`config.mk`:
```
export PLATFORM = sky130hd
export DESIGN_NAME = irq_ctrl
export DESIGN_NICKNAME = d
export VERILOG_FILES = /design/src/rtl/irq_pkg.sv /design/src/rtl/prio_enc.sv /design/src/rtl/irq_ctrl.sv
export SDC_FILE = /design/constraint.sdc
export NUM_CORES = 1
export LEC_CHECK = 0
export ABC_AREA = 1
export CAP_MARGIN = 0
export CORE_MARGIN = 5
export CORE_UTILIZATION = 54
export CTS_CLUSTER_DIAMETER = 40
export CTS_CLUSTER_SIZE = 20
export DETAILED_ROUTE_END_ITERATION = 8
export GPL_ROUTABILITY_DRIVEN = 0
export PLACE_DENSITY_LB_ADDON = 0.3
export SETUP_SLACK_MARGIN = 0.15
export SLEW_MARGIN = 20
export SYNTH_ARGS = -nofsm -noshare
export SYNTH_HDL_FRONTEND = slang
export SYNTH_HIERARCHICAL = 1
export SYNTH_SLANG_ARGS = --single-unit
```
`constraint.sdc`:
```
create_clock -name ph0 -period 2.3 [get_ports ph0]
set_input_delay 0.575 -clock ph0 [delete_from_list [all_inputs] [get_ports ph0]]
set_output_delay 0.575 -clock ph0 [all_outputs]
set_load 0.005 [all_outputs]
```
`src/rtl/irq_pkg.sv`:
```
// irq_pkg: register map, FSM state encoding and vector helper shared by irq_ctrl
package irq_pkg;
  localparam logic [1:0] A_MASK = 2'd0;
  localparam logic [1:0] A_MODE = 2'd1;
  localparam logic [1:0] A_PEND = 2'd2;
  localparam logic [1:0] A_CTRL = 2'd3;
  typedef enum logic [1:0] {ST_IDLE, ST_REQ, ST_SERV} state_t;
  function automatic logic [7:0] vec_of(input logic [7:0] base, input logic [2:0] idx);
    return base + {4'b0, idx, 1'b0};
  endfunction
endpackage

```
`src/rtl/prio_enc.sv`:
```
// prio_enc: lowest-index-wins priority encoder
//   i_req : request vector
//   o_idx : index of the lowest set request (0 when none)
//   o_any : at least one request set
module prio_enc #(
  parameter int N = 8
) (
  input  logic [N-1:0] i_req,
  output logic [2:0]   o_idx,
  output logic         o_any
);
  always_comb begin
    o_idx = '0;
    for (int i = N - 1; i >= 0; i--) if (i_req[i]) o_idx = 3'(i);
  end
  assign o_any = |i_req;
endmodule

```
`src/rtl/irq_ctrl.sv`:
```
// irq_ctrl: prioritised interrupt controller with edge/level sources and vectored acknowledge
//   ph0, reset          : clock, async active-high reset
//   src                 : raw interrupt lines (synchronised internally)
//   reg_addr/wdata/we   : register write port (MASK, MODE, PENDING W1C, CTRL/EOI)
//   reg_rdata           : combinational register read
//   irq_out, ack        : request to the core and its acknowledge
//   vector/vector_valid : vector delivered the cycle after an accepted ack
module irq_ctrl import irq_pkg::*; #(
  parameter int         NUM_SRC  = 8,
  parameter logic [7:0] VBASE    = 8'hE0,
  parameter logic [7:0] SPUR_VEC = 8'hFE
) (
  input  logic               ph0,
  input  logic               reset,
  input  logic [NUM_SRC-1:0] src,
  input  logic [1:0]         reg_addr,
  input  logic [7:0]         reg_wdata,
  input  logic               reg_we,
  output logic [7:0]         reg_rdata,
  output logic               irq_out,
  input  logic               ack,
  output logic [7:0]         vector,
  output logic               vector_valid
);
  logic [NUM_SRC-1:0] r_s1, r_s2, r_s3, r_mask, r_mode, r_pend;
  logic [NUM_SRC-1:0] w_edge, w_pend, w_req, w_clr, w_ack_clr;
  logic [1:0]         r_warm;
  logic               r_insvc, r_irq, r_vvalid;
  logic [2:0]         r_idx, w_idx;
  logic [7:0]         r_vec, w_mask8, w_mode8, w_pend8;
  logic               w_any, w_acc, w_eoi;
  state_t             r_state, w_state_nxt;
  // Edges are only trusted once the history flop holds a real sample, so a
  // line already high at reset release is not mistaken for a rising edge.
  assign w_edge = (r_warm == 2'd3) ? (r_s2 & ~r_s3) : '0;
  assign w_pend = (r_pend & r_mode) | (r_s2 & ~r_mode);
  assign w_req  = w_pend & r_mask;
  prio_enc #(.N(NUM_SRC)) u_prio (.i_req(w_req), .o_idx(w_idx), .o_any(w_any));
  assign w_acc = ack && (r_state == ST_REQ);
  assign w_eoi = reg_we && (reg_addr == A_CTRL) && (r_state == ST_SERV);
  assign w_clr = (reg_we && reg_addr == A_PEND) ? reg_wdata[NUM_SRC-1:0] : '0;
  always_comb begin
    w_ack_clr = '0;
    for (int i = 0; i < NUM_SRC; i++) w_ack_clr[i] = w_acc && w_any && (w_idx == 3'(i));
  end
  always_comb begin
    w_state_nxt = r_state == ST_IDLE ? (w_any ? ST_REQ : ST_IDLE) :
                  r_state == ST_REQ  ? (ack ? (w_any ? ST_SERV : ST_IDLE) : ST_REQ) :
                  (r_state == ST_SERV && !w_eoi) ? ST_SERV : ST_IDLE;
  end
  always_ff @(posedge ph0 or posedge reset)
    if (reset) r_state <= ST_IDLE;
    else r_state <= w_state_nxt;
  always_ff @(posedge ph0 or posedge reset)
    if (reset) begin
      r_s1   <= '0;
      r_s2   <= '0;
      r_s3   <= '0;
      r_warm <= '0;
      r_mask <= '0;
      r_mode <= '1;
      r_pend <= '0;
    end else begin
      r_s1 <= src;
      r_s2 <= r_s1;
      r_s3 <= r_s2;
      if (r_warm != 2'd3) r_warm <= r_warm + 2'd1;
      if (reg_we && reg_addr == A_MASK) r_mask <= reg_wdata[NUM_SRC-1:0];
      if (reg_we && reg_addr == A_MODE) r_mode <= reg_wdata[NUM_SRC-1:0];
      // a new edge overrides a same-cycle W1C or ack clear
      r_pend <= ((r_pend & ~w_clr & ~w_ack_clr) | w_edge) & r_mode;
    end
  always_ff @(posedge ph0 or posedge reset)
    if (reset) begin
      r_irq    <= 1'b0;
      r_vvalid <= 1'b0;
      r_vec    <= 8'h00;
      r_insvc  <= 1'b0;
      r_idx    <= 3'd0;
    end else begin
      r_irq    <= w_state_nxt == ST_REQ;
      r_vvalid <= w_acc;
      if (w_acc) r_vec <= w_any ? vec_of(VBASE, w_idx) : SPUR_VEC;
      if (w_acc && w_any) begin
        r_insvc <= 1'b1;
        r_idx   <= w_idx;
      end else if (w_eoi) begin
        r_insvc <= 1'b0;
        r_idx   <= 3'd0;
      end
    end
  always_comb begin
    w_mask8 = '0;
    w_mode8 = '0;
    w_pend8 = '0;
    w_mask8[NUM_SRC-1:0] = r_mask;
    w_mode8[NUM_SRC-1:0] = r_mode;
    w_pend8[NUM_SRC-1:0] = w_pend;
    reg_rdata = reg_addr == A_MASK ? w_mask8 :
                reg_addr == A_MODE ? w_mode8 :
                reg_addr == A_PEND ? w_pend8 : {r_insvc, 4'b0, r_idx};
  end
  assign irq_out      = r_irq;
  assign vector       = r_vec;
  assign vector_valid = r_vvalid;
endmodule
```
==> impl_results.md, run 1 <==
- Worst EP required: 1.73 ns
- Final setup violation count: 0
- Clk pin slew, worst setup/hold paths: 0.06 ns
- Slew margin rel.: between 60% and 70%
- Switching share of total power: 28.98%
- Combinational share of power: between 20% and 30%
- Detailed-route wire length: roughly 6500 um
- Met3 Wirelength: 414 um
- Seq pwr share: 44.4%
- Max Cap Viol: 0
- EDFF count, synth: 0
- Worst Setup End Kind: primary output
- Crit Path Class: reg2out
- Final TNS setup: 0 ns
- 1st-iter DRT viols: ~140
- IO Port Bufs: 38
- Worst VDD drop: 0.4987 mV
- WHS: 0.3483 ns
- Yosys cell types: 30
- Minimum clock period: 2.093 ns
- Die height: 82.84 um
- RSZ-0062 raised after global routing: true
- R2R Setup Slk: 0.26 ns
- Pins Over Slew Limit: 0
- Diode count: 0
- Cells taking the most area after synthesis: dfrtp_1 (48%), nand2_1 (12%), inv_1 (8.4%)
- Synth cell count leaders: nand2_1 (89), inv_1 (64), dfrtp_1 (55), o21ai_0 (30), nor2_1 (24)
- Placed insts: 450
- Die area: 6862 um^2
- CTS tree: built
- Clock share of power: a little under a third
- CP Launch Type: flip-flop
- Synth top area share: 48.03%
- FFs w/ async S/R, synth: 100.0%
- Routed wl met2: between 3000 and 4000 um
- Non-Filler Instances: around 470
- Ys flop type: dfrtp_1
- Layout cells sized above 1: about 17%
- Max frequency: 0.4778 GHz
- Final Hold Violating Endpoints: 0
- Max FO, Critical Path: 4
- Sequential area share after synthesis: 55.37%
- Cell Pwr Density: 872.8 nW/um^2
- Die X: 82.84 um
- Syn avg cell area: approximately 8.5 um^2
- Most frequent cell after synthesis: nand2_1
- Status: complete, no violations
- Lkg Pwr: approximately 1.8 nW
- CTS Buffer Depth: 2
- First-pass DRT Iterations: 4
- Post-synthesis register bit count: 63
- Post-synth net total: 360
- First-pass GRT wire length: approximately 11000 um
- Worst hold path stage count: 0
- All-Layer GR Usage: about 20%
- Layout area overhead: 27.95%
- CTS buffer count: 9
- Internal power: 2.272 mW
- Power Total: 3.200 mW
- Detailed placement HPWL: 4582 um
- CTS root buffer: clkbuf_8
- Max Used Layer: met4
- Clock Sinks: 63
- Hold Crit Class: reg2reg
- IO Pins: 40
- Final ANT Viol Nets: 0
- Post-synthesis cell count: 337
- Synthesized area: 2865 um^2
- Reg2reg path depth: 11
- Fillers: between 400 and 500
- Vias in the first global route: between 2000 and 2500
- Largest net degree at the start of global routing: 36
- Routed len/inst: 13.70 um
- Critical path arrival: between 1.5 and 2 ns
- Final Skew: 0.005298 ns
- Via count: 2384
- Synth Warn #: 6
- P_sw: 0.9272 mW
- Routed vias/inst: 5.030
- Starting Density: between 50 and 60%
- Synth area leader: dfrtp_1
- H-tree depth: 3
- Slew @ Worst Pin: 0.5479 ns
- Period utilization: 91.01%
- Nets: 422
- DRT met1 WL: 2704 um
- DRC violations left: 0
- Placeable Area: 5140 um^2
- GRT overflow: 0
- Cell Rows: 26
- Clk_lat worst skew: 0.34 ns
- Initial antenna violation count: 0
## worst paths after layout
kind                                 to       from
max in group asynchronous     r_mode[1]      reset
setup / recovery           reg_rdata[1]  r_mode[1]
hold / removal                  r_s2[2]    r_s1[2]
hold reg to reg                 r_s2[2]    r_s1[2]
setup reg to reg              r_pend[7]  r_mode[1]
min in group asynchronous       r_s3[4]      reset
## flip-flops by register name, summed over array words and instances, names as in the netlist
name / count
r_mask: 8
r_mode: 8
r_pend: 8
r_s1: 8
r_s2: 8
r_s3: 8
vector: 5
r_idx: 3
r_state: 2
r_warm: 2
irq_out: 1
r_insvc: 1
vector_valid: 1
## cell families (layout without fill, tap and decap cells)
logic type / Yosys count / count (layout) / synth area share (%)
other: 1 / 1 / 0.1309
AND/OR/NAND/NOR: 143 / 143 / 21.49
multiplexers: 1 / 1 / 0.3930
XOR/XNOR: 1 / 1 / 0.3057
buffers and inverters: 74 / 141 / 11.22
flip-flops: 63 / 63 / 55.37
AO/OA/AOI/OAI: 53 / 53 / 10.66
adder cells (fa/ha/maj): 1 / 1 / 0.4366
## stage by stage
step	setup WS [ns]	utilization, %	instance area (um^2)
after floorplan	0.1685	-	2865
after global placement	-0.5135	65.46	3364
after detailed placement	-0.5207	65.46	3364
after CTS	0.1541	69.94	3595
after global routing	0.09452	71.32	3666
final	0.2069	71.32	3666
## placed cells by master, fill, tap and decap left out, drive strengths merged
cell,Yosys,routed
or2,2,2
clkdlybuf4s15,0,4
nand4,9,9
a21oi,10,10
nor2,25,25
dfrtp,55,55
o2111ai,1,1
conb,1,1
clkdlybuf4s50,0,28
nor3,2,2
and2,4,4
nand2,90,90
xnor2,1,1
dfstp,8,8
ha,1,1
o31ai,2,2
clkinv,0,2
o21ai,30,30
o221ai,4,4
o21a,1,1
nand3,11,11
a2bb2oi,3,3
buf,10,24
clkbuf,0,16
mux2,1,1
a31oi,1,1
dlygate4sd2,0,1
inv,64,64
o22ai,1,1
bufinv,0,2
## per-layer routing
layer  vias to the layer above  global-route usage, %
met3                        13                  6.139
met2                        73                  32.94
met1                      1125                  23.67
met4                         0                  7.875
li1                       1173                      -
met5                         -                      0
## power groups by stage
stage	Combinational [mW]	Sequential, mW	Clock, mW
after floorplan	0.430	1.40	0
after global placement	0.698	1.42	0
after detailed placement	0.722	1.43	0
after CTS	0.733	1.41	1.03
after global routing	0.857	1.44	1.08
final	0.774	1.42	1.01
## worst max-delay path, stage by stage (launching register included)
cell and delay, ns:
dfstp_2 0.57, buf_6 0.11, o21ai_2 0.06, nand2_1 0.05
nand3_1 0.07, o21ai_2 0.07, inv_1 0.05, clkdlybuf4s15_1 0.19
## cell type report
cell class	instances	area, um^2	area share (%)
multi-input combinational	200	1013	27.64
clock inverter	4	70.07	1.911
tap	70	87.58	2.389
timing repair buffer	61	533.0	14.54
inverter	64	240.2	6.553
sequential	63	1587	43.28
clock buffer	12	135.1	3.686
## what timing repair did
action                                  CTS  global route
hold buffers                              0             0
resized for setup                        30            20
endpoints found under the setup margin    9            17
setup buffers                             4             4
pin swaps                                 1             2
Power figures use the tool's default switching activity.
==> run 2: changes to the inputs <==
Settings changed: CELL_PAD_IN_SITES_DETAIL_PLACEMENT set to 1, CELL_PAD_IN_SITES_GLOBAL_PLACEMENT set to 2, CORE_UTILIZATION 54 to 32, CTS_CLUSTER_SIZE 20 to 12.
==> run 2 against run 1 <==
Net effect: register-to-register slack hardly changed; critical path depth is 1 lower; sequential share of layout area is 1.2 points lower; highest routed layer unchanged.
==> impl_results.md, run 2 (same netlist as run 1, synthesis figures left out) <==
- Status: complete, no violations
- CTS root buffer: clkbuf_8
- Placeable Area: 8721 um^2 (+70%)
- Fillers: 1035 (+130%)
- Cell Rows: 34 (+31%)
- H-tree depth: 3 (unchanged)
- Starting Density: 32.86% (-23 points)
- Final ANT Viol Nets: 0 (unchanged)
- Final TNS setup: 0 ns (unchanged)
- Non-Filler Instances: 519 (+9.5%)
- First-pass DRT Iterations: 4 (unchanged)
- CTS tree: built
- Worst Setup End Kind: primary output
- Clock Sinks: 63 (unchanged)
- Via count: 2400 (+0.67%)
- CTS Buffer Depth: 2 (unchanged)
- IO Pins: 40 (unchanged)
- 1st-iter DRT viols: 43 (-70%)
- CP Launch Type: input pin
- Routed vias/inst: 4.624 (-8.1%)
- GRT overflow: 0 (unchanged)
- Layout area overhead: 31.48%
- Worst VDD drop: 0.3033 mV (-39%)
- Nets: 429 (+1.7%)
- Initial antenna violation count: 0 (unchanged)
- Final Hold Violating Endpoints: 0 (unchanged)
- R2R Setup Slk: 0.27 ns (about the same)
- Critical path, cell by cell: buf_2, inv_1, nand2_2, buf_4, o2111ai_1, dlygate4sd2_1
- Placed insts: 492 (+9.3%)
- CTS buffer count: 9 (unchanged)
- Final setup violation count: 0 (unchanged)
- CP Buf/Inv Count: 4 (+1)
- Most frequent cells in the layout: nand2_1 (84), inv_1 (58), dfrtp_1 (55)
- Layout cells sized above 1: 22.87% (+5.8 points)
- Routed len/inst: 14.28 um (+4.2%)
- Vias in the first global route: 2461 (+6.6%)
- Clk pin slew, worst setup/hold paths: 0.07 ns (about the same)
- Crit Path Class: in2out
- Hold Buf Count CTS: 0 (unchanged)
- Diode count: 0 (unchanged)
- Max Cap Viol: 0 (unchanged)
- Commonest non-fill, non-tap cell in the layout: nand2_1
- Crit path largest cell delay: 0.26 ns (-0.31 ns)
- RSZ-0062 raised after global routing: true
- Die X: 104.6 um (+26%)
- DRC violations left: 0 (unchanged)
- Seq. cell area: 1587 um^2 (unchanged)
- Critical-path top delay cell: dlygate4sd2_1
- Pins Over Slew Limit: 0 (unchanged)
- IO Port Bufs: 38 (unchanged)
- Die height: 104.6 um (+26%)
- Final Skew: 0.006641 ns (+0.001343 ns)
- Largest net degree at the start of global routing: 64 (+78%)
- Detailed-route wire length: 7409 um (+14%)
- Period utilization: 88.82% (-2.2 points)
- Power Total: 3.107 mW (-2.9%)
- Minimum clock period: 2.043 ns (-0.05024 ns)
- Worst EP required: 1.73 ns (about the same)
- Lkg Pwr: 1.838 nW (+1.9%)
- CP delay by family, top: buffers and inverters
- Area occupied by multi-input gates: 1054 um^2 (+4.0%)
- Detailed placement HPWL: 5474 um (+19%)
- Die area: 10950 um^2 (+60%)
- All-Layer GR Usage: 13.90% (-5.8 points)
- Cell Pwr Density: 824.7 nW/um^2 (-5.5%)
- Clk_lat worst skew: 0.33 ns (about the same)
- Max FO, Critical Path: 5 (+1)
- Max frequency: 0.4895 GHz (+2.5%)
- Hold Crit Class: reg2reg
- First-pass GRT wire length: 12080 um (+13%)
- Critical path arrival: 1.47 ns (-0.05 ns)
run 2: cell types whose count changed in the layout (fill, tap and decap cells not counted), moves of 4 or more:
| cell | delta |
|---|---|
| buf_4 | +7 |
| buf_2 | +4 |
| inv_2 | +4 |
| inv_1 | -4 |
run 2: repair_timing:
action | in CTS | in global routing
setup buffers | 3 | 8
cloned | 0 | 0
gates resized for setup | 38 | 34
hold endpoints to repair | 0 | 0
pin swaps | 1 | 9
setup endpoints to repair | 12 | 16
run 2: metal layers:
layer,wire [um],track usage (%),vias up,part of all wire (%)
met5,0,0,-,0
met4,131,5.479,0,1.8
met3,241,3.453,10,3.3
met2,3629,22.31,34,49
met1,3406,18.06,1169,46
li1,-,-,1187,-
run 2: path summary, 6_finish.rpt:
check / endpoint / start / cells after the start
worst max-delay path: reg_rdata[0] / reg_addr[1] / 6
worst min-delay path: r_s2[7] / r_s1[7] / 0
worst min register to register: r_s2[7] / r_s1[7] / 0
worst max register to register: r_idx[2] / r_mode[7] / 11
max in group asynchronous: r_mode[6] / reset / 3
min in group asynchronous: r_s1[0] / reset / 3
run 2: layout make-up:
type | instances | share of cell area (%)
clock buffer | 12 | 4.118
clock inverter | 4 | 0.5314
inverter | 64 | 6.377
multi-input combinational | 200 | 27.96
sequential | 63 | 42.11
tap | 108 | 3.587
timing repair buffer | 68 | 15.31
run 2: worst reg2reg max path, cell delays in order, from the launching register on:
cell,delay (ns)
dfstp_2,0.57
o21ai_2,0.08
and2_1,0.18
or2_4,0.28
nor3_4,0.20
nand2_2,0.09
inv_2,0.07
nor2_4,0.04
buf_4,0.13
inv_1,0.14
nand2_1,0.07
o22ai_1,0.10
run 2: stage by stage:
stage | area (um^2) | util [%] | setup WS [ns] | hold WS, ns
final | 3767 | 43.20 | 0.2571 | 0.3486
after CTS | 3635 | 41.68 | 0.1507 | 0.3514
after floorplan | 2865 | - | 0.1685 | 0.3312
after global routing | 3767 | 43.20 | 0.08803 | 0.3567
after global placement | 3455 | 39.61 | -0.5277 | 0.3318
after detailed placement | 3455 | 39.61 | -0.5842 | 0.3356
run 2: where the power goes:
| part | leakage, nW | internal, mW | switching, mW | total (mW) |
|---|---|---|---|---|
| Clock | 0.0959 | 0.443 | 0.421 | 0.864 |
| Combinational | 0.999 | 0.396 | 0.430 | 0.826 |
| Sequential | 0.744 | 1.30 | 0.121 | 1.42 |
| Total | 1.84 | 2.14 | 0.972 | 3.11 |
==> run 3: changes to the inputs <==
Settings changed: CORE_UTILIZATION 32 to 29.
Clock period 2.3 ns to 1.8 ns, I/O delays scaled along.
==> run 3 against run 2 <==
Net effect: the run now ends with setup timing left; sequential share of layout area down 6.0 points; utilization up 2.1 points; wire length up 16%; critical path depth unchanged; clock skew up 0.0086 ns; clock power up 49%; largest power group unchanged.
==> impl_results.md, run 3 (same netlist as run 1, synthesis figures left out) <==
- Status: complete, but fails checks
- Failing checks: setup timing
- Critical path arrival: 1.51 ns (+0.04 ns)
- Cell Pwr Density: 1058 nW/um^2 (+28%)
- Worst VDD drop: 0.3763 mV (+24%)
- Vias in the first global route: 2622 (+6.5%)
- Minimum clock period: 1.960 ns
- Final Hold Violating Endpoints: 0 (unchanged)
- CTS root buffer: clkbuf_8
- Starting Density: 29.59% (-3.3 points)
- Worst Setup End Kind: primary output
- GRT overflow: 0 (unchanged)
- P_sw: 1.538 mW (+58%)
- H-tree depth: 3 (unchanged)
- Cell Rows: 36 (+5.9%)
- CP Launch Type: flip-flop
- Final setup violation count: 27 (+27)
- Routed len/inst: 14.98 um (+4.9%)
- Combinational share of power: 32.9% (+6.3 points)
- Diode count: 0 (unchanged)
- Final Skew: 0.01527 ns (+0.008630 ns)
- Die area: 11970 um^2 (+9.3%)
- CTS tree: built
- Max Cap Viol: 0 (unchanged)
- Nets: 459 (+7.0%)
- Period utilization: 108.9%
- First-pass DRT Iterations: 4 (unchanged)
- Pins Over Slew Limit: 0 (unchanged)
- Die height: 109.4 um (+4.6%)
- Layout area overhead: 53.19%
- Max Used Layer: met4
- DRC violations left: 0 (unchanged)
- Setup WS post-layout: -0.1600 ns (-0.4171 ns)
- Max frequency: 0.5102 GHz
- Internal power: 3.107 mW (+46%)
- Final ANT Viol Nets: 0 (unchanged)
- Non-Filler Instances: 574 (+11%)
- WHS: 0.3487 ns (+0.00007600 ns)
- Met3 Wirelength: 226 um (-6.2%)
- Via count: 2578 (+7.4%)
- Worst EP required: 1.35 ns (-0.38 ns)
- Commonest non-fill, non-tap cell in the layout: nand2_1
- Detailed-route wire length: 8597 um (+16%)
- Placeable Area: 9684 um^2 (+11%)
- Switching share of total power: 33.11% (+1.8 points)
- Clock share of power: 27.9% (about the same)
- Routed vias/inst: 4.491 (-2.9%)
- All-Layer GR Usage: 15.18% (+1.3 points)
- 1st-iter DRT viols: 56 (+30%)
- CTS Buffer Depth: 2 (unchanged)
- RSZ-0062 raised after global routing: true
- CTS buffer count: 9 (unchanged)
- IO Port Bufs: 38 (unchanged)
- Power Total: 4.645 mW (+49%)
- Hold Crit Class: reg2reg
- DRT met1 WL: 3915 um (+15%)
- Seq pwr share: 39.2% (-6.4 points)
- Crit Path Class: reg2out
- Clk pin slew, worst setup/hold paths: 0.09 ns (+0.02 ns)
- IO Pins: 40 (unchanged)
- Routed wl met2: 4270 um (+18%)
- First-pass GRT wire length: 13680 um (+13%)
- Post-route core utilization: 45.32% (+2.1 points)
- Placed insts: 534 (+8.5%)
- Clk_lat worst skew: 0.35 ns (+0.02 ns)
- Die X: 109.4 um (+4.6%)
- Final TNS setup: -2.831 ns (-2.831 ns)
- Initial antenna violation count: 0 (unchanged)
- Lkg Pwr: 2.067 nW (+12%)
- Most frequent cells in the layout: nand2_1 (58), dfrtp_1 (55), inv_1 (47)
- Fillers: 1103 (+6.6%)
- Clock Sinks: 63 (unchanged)
- Max FO, Critical Path: 3 (-2)
- Detailed placement HPWL: 5787 um (+5.7%)
- Largest net degree at the start of global routing: 64 (unchanged)
- Layout cells sized above 1: 45.35% (+22 points)
[run 3: cell types whose count changed in the layout (fill, tap and decap cells not counted), moves of 8 or more]
cell	previous run	this run
nand2_2	6	30
inv_1	58	47
buf_6	0	13
clkdlybuf4s50_1	28	20
buf_4	29	45
nor2_2	3	11
nor2_1	20	9
nand2_1	84	58
[run 3: metal layers]
layer  track usage [%]  vias to the layer above
li1                  -                     1257
met1             19.56                     1260
met2             24.89                       44
met3             3.171                       17
met4             6.055                        0
met5                 0                        -
[run 3: path summary, 6_finish.rpt]
check                      slack, ns      endpoint  cells past startpoint  startpoint
min                             0.35       r_s2[7]                      0     r_s1[7]
max reg2reg                    -0.16     r_pend[5]                     11   r_mode[7]
min reg2reg                     0.35       r_s2[7]                      0     r_s1[7]
min in group asynchronous       0.53       r_s1[0]                      3       reset
max                            -0.16  reg_rdata[5]                      6   r_mode[5]
max in group asynchronous       0.93     r_mode[6]                      3       reset
[run 3: critical path: stages, from the launching register on]
cell and delay (ns):
dfstp_2 0.56, buf_4 0.13, o21ai_4 0.06, buf_4 0.13, nand2_1 0.07, o221ai_2 0.08, buf_2 0.14
[run 3: timing repair]
item | in CTS | in global routing
cloned | 1 | 0
pin swaps | 32 | 27
resized for setup | 130 | 55
endpoints found under the setup margin | 34 | 28
buffers inserted | 8 | 15
hold buffers | 0 | 0
[run 3: cell type report]
type | instances | area (um^2) | area share (%)
flip-flops and latches | 63 | 1587 | 36.15
multi-input cells | 201 | 1335 | 30.42
repair buffers | 97 | 840.8 | 19.16
inverters | 64 | 254.0 | 5.787
well taps | 133 | 166.4 | 3.791
clock buffers | 10 | 137.6 | 3.136
clock inverters | 6 | 68.82 | 1.568
[run 3: metrics by stage]
stage	cell area, um^2	worst slack (ns)
floorplan	2882	0.09710
global placement	3630	-0.8603
detailed placement	3630	-0.9266
CTS	4109	-0.2072
global route	4389	-0.2860
finish	4389	-0.1600
[run 3: power groups by stage]
stage	Sequential (mW)	Combinational (mW)	Clock, mW
global route	1.85	1.68	1.40
detailed placement	1.83	1.11	0
floorplan	1.79	0.563	0
CTS	1.81	1.34	1.33
global placement	1.82	1.09	0
finish	1.82	1.53	1.29
